<file path="config.mk">
export PLATFORM = sky130hd
export DESIGN_NAME = riscv32ima_fetch_flat
export DESIGN_NICKNAME = d
export VERILOG_FILES = /design/src/rtl/riscv32ima_fetch_if.sv /design/src/rtl/riscv32ima_fetch.sv /design/src/flat_wrapper.sv
export SDC_FILE = /design/constraint.sdc
export NUM_CORES = 1
export LEC_CHECK = 0
export CAP_MARGIN = 15
export CORE_UTILIZATION = 45
export DETAILED_ROUTE_END_ITERATION = 10
export PLACE_DENSITY = 0.8
export SYNTH_ARGS = -nofsm -noshare
export SYNTH_HDL_FRONTEND = slang
export SYNTH_SLANG_ARGS = --single-unit
</file>
<file path="constraint.sdc">
create_clock -name clk -period 2.75 [get_ports clk]
set_clock_uncertainty 0.1 [all_clocks]
set_input_delay 0.275 -clock clk [delete_from_list [all_inputs] [get_ports clk]]
set_output_delay 0.275 -clock clk [all_outputs]
set_load 0.02 [all_outputs]
</file>
<file path="src/rtl/riscv32ima_fetch_if.sv">
// Bundle of the fetch stage's instruction-memory, decoder and redirect signals.
// The master side is the fetch stage; the slave side is its environment.
interface riscv32ima_fetch_if #(
  parameter int ADDR_WIDTH = 32,
  parameter int DATA_WIDTH = 64,
  parameter int INST_WIDTH = 32
);
  logic                  imem_req_valid;
  logic                  imem_req_ready;
  logic [ADDR_WIDTH-1:0] imem_req_addr;
  logic                  imem_rsp_valid;
  logic [INST_WIDTH-1:0] imem_rsp_data;
  logic                  fetch_valid;
  logic                  fetch_ready;
  logic [ADDR_WIDTH-1:0] fetch_address;
  logic [DATA_WIDTH-1:0] fetch_data;
  logic                  wback_pc_wen;
  logic [ADDR_WIDTH-1:0] wback_pc;

  modport master (
    output imem_req_valid, imem_req_addr, fetch_valid, fetch_address, fetch_data,
    input  imem_req_ready, imem_rsp_valid, imem_rsp_data, fetch_ready,
           wback_pc_wen, wback_pc
  );

  modport slave (
    input  imem_req_valid, imem_req_addr, fetch_valid, fetch_address, fetch_data,
    output imem_req_ready, imem_rsp_valid, imem_rsp_data, fetch_ready,
           wback_pc_wen, wback_pc
  );
endinterface

</file>
<file path="src/rtl/riscv32ima_fetch.sv">
// Instruction fetch stage: one outstanding word read, instruction handed to the decoder
// on a valid/ready handshake, PC redirect squashes any in-flight or held fetch.
module riscv32ima_fetch #(
  parameter int                    ADDR_WIDTH = 32,
  parameter int                    DATA_WIDTH = 64,
  parameter int                    INST_WIDTH = 32,
  parameter logic [ADDR_WIDTH-1:0] RESET_PC   = 32'h0000_0000
) (
  input logic                  clk,
  input logic                  nrst,
  riscv32ima_fetch_if.master   bus
);

  typedef enum logic [1:0] {
    ST_IDLE = 2'd0,
    ST_REQ  = 2'd1,
    ST_WAIT = 2'd2,
    ST_HOLD = 2'd3
  } state_t;

  state_t                state_q, state_d;
  logic [ADDR_WIDTH-1:0] pc_q, pc_d;
  logic [ADDR_WIDTH-1:0] issued_q, issued_d;
  logic                  discard_q, discard_d;
  logic                  req_valid_q, req_valid_d;
  logic                  fvalid_q, fvalid_d;
  logic [ADDR_WIDTH-1:0] faddr_q, faddr_d;
  logic [DATA_WIDTH-1:0] fdata_q, fdata_d;
  logic [ADDR_WIDTH-1:0] redirect_pc_s;
  logic                  req_fire_s;
  logic                  fetch_fire_s;

  assign redirect_pc_s = bus.wback_pc & ~ADDR_WIDTH'(32'd3);
  assign req_fire_s    = req_valid_q & bus.imem_req_ready;
  assign fetch_fire_s  = fvalid_q & bus.fetch_ready;

  // Next-state and next-output logic; redirect overrides the pc+4 increment.
  always_comb begin
    state_d   = state_q;
    pc_d      = pc_q;
    issued_d  = issued_q;
    discard_d = discard_q;
    fvalid_d  = fvalid_q;
    faddr_d   = faddr_q;
    fdata_d   = fdata_q;

    case (state_q)
      ST_IDLE: begin
        state_d = ST_REQ;
      end
      ST_REQ: begin
        if (req_fire_s) begin
          issued_d  = pc_q;
          pc_d      = pc_q + ADDR_WIDTH'(32'd4);
          discard_d = bus.wback_pc_wen;
          state_d   = ST_WAIT;
        end else begin
          state_d = ST_REQ;
        end
      end
      ST_WAIT: begin
        if (bus.imem_rsp_valid) begin
          if (discard_q || bus.wback_pc_wen) begin
            discard_d = 1'b0;
            state_d   = ST_REQ;
          end else begin
            fvalid_d = 1'b1;
            faddr_d  = issued_q;
            fdata_d  = {{(DATA_WIDTH-INST_WIDTH){1'b0}}, bus.imem_rsp_data};
            state_d  = ST_HOLD;
          end
        end else if (bus.wback_pc_wen) begin
          discard_d = 1'b1;
        end else begin
          discard_d = discard_q;
        end
      end
      ST_HOLD: begin
        // A redirect without handshake flushes the held instruction.
        if (fetch_fire_s || bus.wback_pc_wen) begin
          fvalid_d = 1'b0;
          state_d  = ST_REQ;
        end else begin
          state_d = ST_HOLD;
        end
      end
      default: begin
        state_d = ST_IDLE;
      end
    endcase

    if (bus.wback_pc_wen) begin
      pc_d = redirect_pc_s;
    end else begin
      pc_d = pc_d;
    end

    req_valid_d = (state_d == ST_REQ);
  end

  // State and registered outputs.
  always_ff @(posedge clk or negedge nrst) begin
    if (!nrst) begin
      state_q     <= ST_IDLE;
      pc_q        <= RESET_PC;
      issued_q    <= '0;
      discard_q   <= 1'b0;
      req_valid_q <= 1'b0;
      fvalid_q    <= 1'b0;
      faddr_q     <= '0;
      fdata_q     <= '0;
    end else begin
      state_q     <= state_d;
      pc_q        <= pc_d;
      issued_q    <= issued_d;
      discard_q   <= discard_d;
      req_valid_q <= req_valid_d;
      fvalid_q    <= fvalid_d;
      faddr_q     <= faddr_d;
      fdata_q     <= fdata_d;
    end
  end

  assign bus.imem_req_valid = req_valid_q;
  assign bus.imem_req_addr  = pc_q;
  assign bus.fetch_valid    = fvalid_q;
  assign bus.fetch_address  = faddr_q;
  assign bus.fetch_data     = fdata_q;

endmodule

</file>
<file path="src/flat_wrapper.sv">
// flat-port wrapper written by rule: the top's interface ports become plain ports
module riscv32ima_fetch_flat 
#(
  parameter int                    ADDR_WIDTH = 32,
  parameter int                    DATA_WIDTH = 64,
  parameter int                    INST_WIDTH = 32,
  parameter logic [ADDR_WIDTH-1:0] RESET_PC   = 32'h0000_0000
)
  (clk, nrst, bus_imem_req_valid, bus_imem_req_addr, bus_fetch_valid, bus_fetch_address, bus_fetch_data, bus_imem_req_ready, bus_imem_rsp_valid, bus_imem_rsp_data, bus_fetch_ready, bus_wback_pc_wen, bus_wback_pc);
  riscv32ima_fetch_if #(.ADDR_WIDTH(ADDR_WIDTH), .DATA_WIDTH(DATA_WIDTH), .INST_WIDTH(INST_WIDTH)) bus_i ();
  input logic clk;
  input logic nrst;
  output wire logic [$bits(bus_i.imem_req_valid)-1:0] bus_imem_req_valid;
  output wire logic [$bits(bus_i.imem_req_addr)-1:0] bus_imem_req_addr;
  output wire logic [$bits(bus_i.fetch_valid)-1:0] bus_fetch_valid;
  output wire logic [$bits(bus_i.fetch_address)-1:0] bus_fetch_address;
  output wire logic [$bits(bus_i.fetch_data)-1:0] bus_fetch_data;
  input wire logic [$bits(bus_i.imem_req_ready)-1:0] bus_imem_req_ready;
  input wire logic [$bits(bus_i.imem_rsp_valid)-1:0] bus_imem_rsp_valid;
  input wire logic [$bits(bus_i.imem_rsp_data)-1:0] bus_imem_rsp_data;
  input wire logic [$bits(bus_i.fetch_ready)-1:0] bus_fetch_ready;
  input wire logic [$bits(bus_i.wback_pc_wen)-1:0] bus_wback_pc_wen;
  input wire logic [$bits(bus_i.wback_pc)-1:0] bus_wback_pc;
  assign bus_imem_req_valid = bus_i.imem_req_valid;
  assign bus_imem_req_addr = bus_i.imem_req_addr;
  assign bus_fetch_valid = bus_i.fetch_valid;
  assign bus_fetch_address = bus_i.fetch_address;
  assign bus_fetch_data = bus_i.fetch_data;
  assign bus_i.imem_req_ready = bus_imem_req_ready;
  assign bus_i.imem_rsp_valid = bus_imem_rsp_valid;
  assign bus_i.imem_rsp_data = bus_imem_rsp_data;
  assign bus_i.fetch_ready = bus_fetch_ready;
  assign bus_i.wback_pc_wen = bus_wback_pc_wen;
  assign bus_i.wback_pc = bus_wback_pc;
  riscv32ima_fetch #(.ADDR_WIDTH(ADDR_WIDTH), .DATA_WIDTH(DATA_WIDTH), .INST_WIDTH(INST_WIDTH), .RESET_PC(RESET_PC)) u_core (.clk(clk), .nrst(nrst), .bus(bus_i));
endmodule
</file>
==> impl_metrics.csv <==
group,metric,value,unit
die,die-area,13000,sq um
timing,fin_crit,2.35,ns
clock_network,cts-root-buf,"clkbuf_16",
die,die_x,114,um
layout,drive_gt1_frac,0.155,
route,postRouteAntennaNets,0,
layout,nFillCells,912,
outcome,status,"finished clean",
logic_synthesis,netlist_top_cells_area,"dfrtp_1, mux2_2, nand2_1",
worst_setup_path,cp-startpoint,"u_core.bus.imem_req_addr[5]$_DFFE_PN0P_",
route,viasPerCell,5.34,
clock_network,post_cts_buffers,0,
power_and_ir_drop,p_per_area,1010,nW/um^2
timing,setup_tns,0,ns
timing,slew_violations,0,
route,firstDrtPassIters,6,
logic_synthesis,yosysTopAreaCell,"dfrtp_1",
logic_synthesis,synth_most_common_cell,"dfrtp_1",
timing,rsz0062_at_grt,"false",
worst_setup_path,critPathRequiredTime,2.98,ns
grt,grt_pass1_wl,22600,um
place,dp_cells,827,
min_path,hold_start,"bus_wback_pc[14]",
logic_synthesis,synth_top_flop_cell,"dfrtp_1",
logic_synthesis,syn-cell-area,5640,sq um
logic_synthesis,synth_edf_count,0,
logic_synthesis,synthDistinctLibCells,34,
power_and_ir_drop,internal_power,5.31,mW
place,gp_congestion,0.862,
grt,track_usage,0.229,
worst_setup_path,endpoint_kind,"flop",
clock_network,cts_tree,"done",
route,routed_wl,14500,um
clock_network,cts-htree-levels,4,
worst_setup_path,cp.arrival,2.58,ns
layout,fin_util,0.656,
layout,area_growth,40.8,%
worst_setup_path,rr_worst_depth,5,
power_and_ir_drop,ir_drop,0.463,mV
worst_setup_path,reg2reg_slack,0.40,ns
min_path,hp-class,"input port to flop",
power_and_ir_drop,netSwitchingFraction,0.336,
die,io_pins,200,
timing,setup_viol_count_final,0,
layout,insertedDiodeCount,0,
logic_synthesis,yosysSeqAreaShare,0.564,
timing,finalCritPeriodShare,0.856,
logic_synthesis,ys_ff_latch,127,
clock_network,cts_buffers,17,
worst_setup_path,r2r-start,"u_core.bus.imem_req_addr[5]$_DFFE_PN0P_",
clock_network,worstSkewPairLatency,0.41,ns
layout,nNetsFinal,750,
logic_synthesis,synthCells,516,
die,rows,40,
worst_setup_path,crit_chain,"nand3_1 -> or4_1 -> buf_4 -> or4_1 -> a31oi_1",
logic_synthesis,yosys-top-cells-count,"dfrtp_1, nand2_1, mux2_2",
route,wl_per_cell,16.9,um
timing,slew_headroom,0.508,
worst_setup_path,worst_setup_path_start_kind,"flop",
route,drc_errors,0,
route,num_vias,4591,
grt,grt-ovfl-total,0,
route,drtIter0Drc,384,
worst_setup_path,crit_top_cell,"or4_1",
grt,grt_max_degree,57,
clock_network,clk_path_buf_depth,2,
power_and_ir_drop,p_seq_frac,0.372,
logic_synthesis,syn_area_per_cell,10.9,sq um
grt,grt_pass1_vias,4367,
worst_setup_path,r2r-end,"u_core.bus.imem_req_addr[19]$_DFFE_PN0P_",
worst_setup_path,slowest_delay,0.54,ns
worst_setup_path,critical_path_class,"flop to flop",
logic_synthesis,synth_warnings,0,
place,hpwlAfterDp,9720,um
timing,timing.hold.ws,0.323,ns
power_and_ir_drop,p_leak,3.56,nW
worst_setup_path,path_max_fanout,36,
timing,worstMarginPinSlew,0.738,ns
logic_synthesis,synth_top_area_frac,0.564,
clock_network,clock-sinks,127,
timing,hold_viol,0,
die,start_util,0.465,
clock_network,cts_resized,0,
run,drv_cap,0,
worst_setup_path,crit_end,"u_core.bus.imem_req_addr[19]$_DFFE_PN0P_",
worst_setup_path,cp.depth,5,
die,coreArea,12100,sq um
worst_setup_path,crit_buf_inv,1,
power_and_ir_drop,pwr-share-clk,0.287,
power_and_ir_drop,combPwrFrac,0.341,
timing,fmax,425,MHz
grt,antenna_found_initial,0,
layout,stdcell_count,860,
clock_network,path_clk_slew,0.06,ns
place,port_buffers,161,
worst_setup_path,crit_slowest_cell,"or4_1",
power_and_ir_drop,p_sw,2.69,mW
power_and_ir_drop,power,8.00,mW
die,die_h,114,um
worst_setup_path,critPathTopFamily,"simple AND/OR/NAND/NOR gates",
logic_synthesis,synthArstFlopShare,1.00,
## layout by cell type, fill, tap and decap left out, types with 8 or more instances in the layout
cell type,Yosys,final
conb_1,1,36
mux2_2,63,63
dfrtp_1,127,127
clkdlybuf4s50_1,0,160
nand3_1,11,11
a31oi_1,19,19
or4_1,17,17
nand4_1,9,9
nand2_1,102,102
clkbuf_16,0,17
xnor2_1,8,8
nor2_1,25,25
o21ai_0,17,17
o31ai_1,17,17
## power groups by stage
stage / clock network, mW / logic [mW] / registers, mW
floorplan: 0 / 0.935 / 3.44
global placement: 0 / 2.64 / 2.94
detailed placement: 0 / 2.70 / 2.99
CTS: 2.32 / 2.75 / 2.98
global route: 2.41 / 2.91 / 3.05
finish: 2.30 / 2.73 / 2.97
## layout make-up
cell class,count,area [sq um],area share
clock buffers,17,425,0.0536
well taps,168,210,0.0265
clock inverters,15,186,0.0235
repair buffers,171,1720,0.217
multi-input cells,354,2190,0.275
flip-flops and latches,127,3180,0.400
inverters,8,30.0,0.00378
## flip-flops by register name, summed over array words and instances, names as in the netlist
register	count
u_core.bus.imem_req_valid	1
u_core.discard_q	1
u_core.bus.imem_req_addr	30
u_core.bus.fetch_data	32
u_core.bus.fetch_valid	1
u_core.state_q	2
u_core.bus.fetch_address	30
u_core.issued_q	30
## kinds of logic after synthesis
kind of cell	share of synthesized area
buffers and inverters	0.0721
muxes	0.128
xor gates and xnor gates	0.0140
other	0.000665
and+or+nand+nor	0.154
DFF	0.564
adders and majority gates	0.00222
AOI/OAI and AO/OA	0.0655
## how the worst min path moves through the flow
stage / to / slack, ns / cells past startpoint
global route: u_core.bus.imem_req_addr[26]$_DFFE_PN0P_ / 0.33 / 3
CTS: u_core.bus.imem_req_addr[14]$_DFFE_PN0P_ / 0.31 / 3
detailed placement: u_core.bus.fetch_address[20]$_DFFE_PN0P_ / 0.29 / 1
floorplan: u_core.bus.fetch_address[10]$_DFFE_PN0P_ / -0.12 / 0
global placement: u_core.bus.fetch_address[23]$_DFFE_PN0P_ / 0.28 / 1
finish: u_core.bus.imem_req_addr[14]$_DFFE_PN0P_ / 0.32 / 3
## per-layer routing
metal / vias up / global-route usage / share of wire
met1: 2231 / 0.287 / 0.41
li1: 2066 / - / -
met2: 254 / 0.372 / 0.49
met4: 0 / 0.103 / 0.028
met5: - / 0 / 0
met3: 40 / 0.0616 / 0.074
## worst min-delay path, delay by kind of cell
family          cells  cell delay [ns]
buf+inv             1             0.39
simple gates        1             0.08
compound gates      1             0.04
## through the flow
step / cell area [sq um] / worst slack, ns
2_1_floorplan: 5770 / 0.466
3_3_place_gp: 7320 / 0.184
3_5_place_dp: 7320 / 0.131
4_1_cts: 7940 / 0.427
5_1_grt: 7940 / 0.284
6_report: 7940 / 0.397
## timing repair
item,4_1_cts,5_1_grt
hold endpoints to repair,54,0
hold buffers,1,0
setup endpoints to repair,0,0
(Power assumes the default switching activity.)
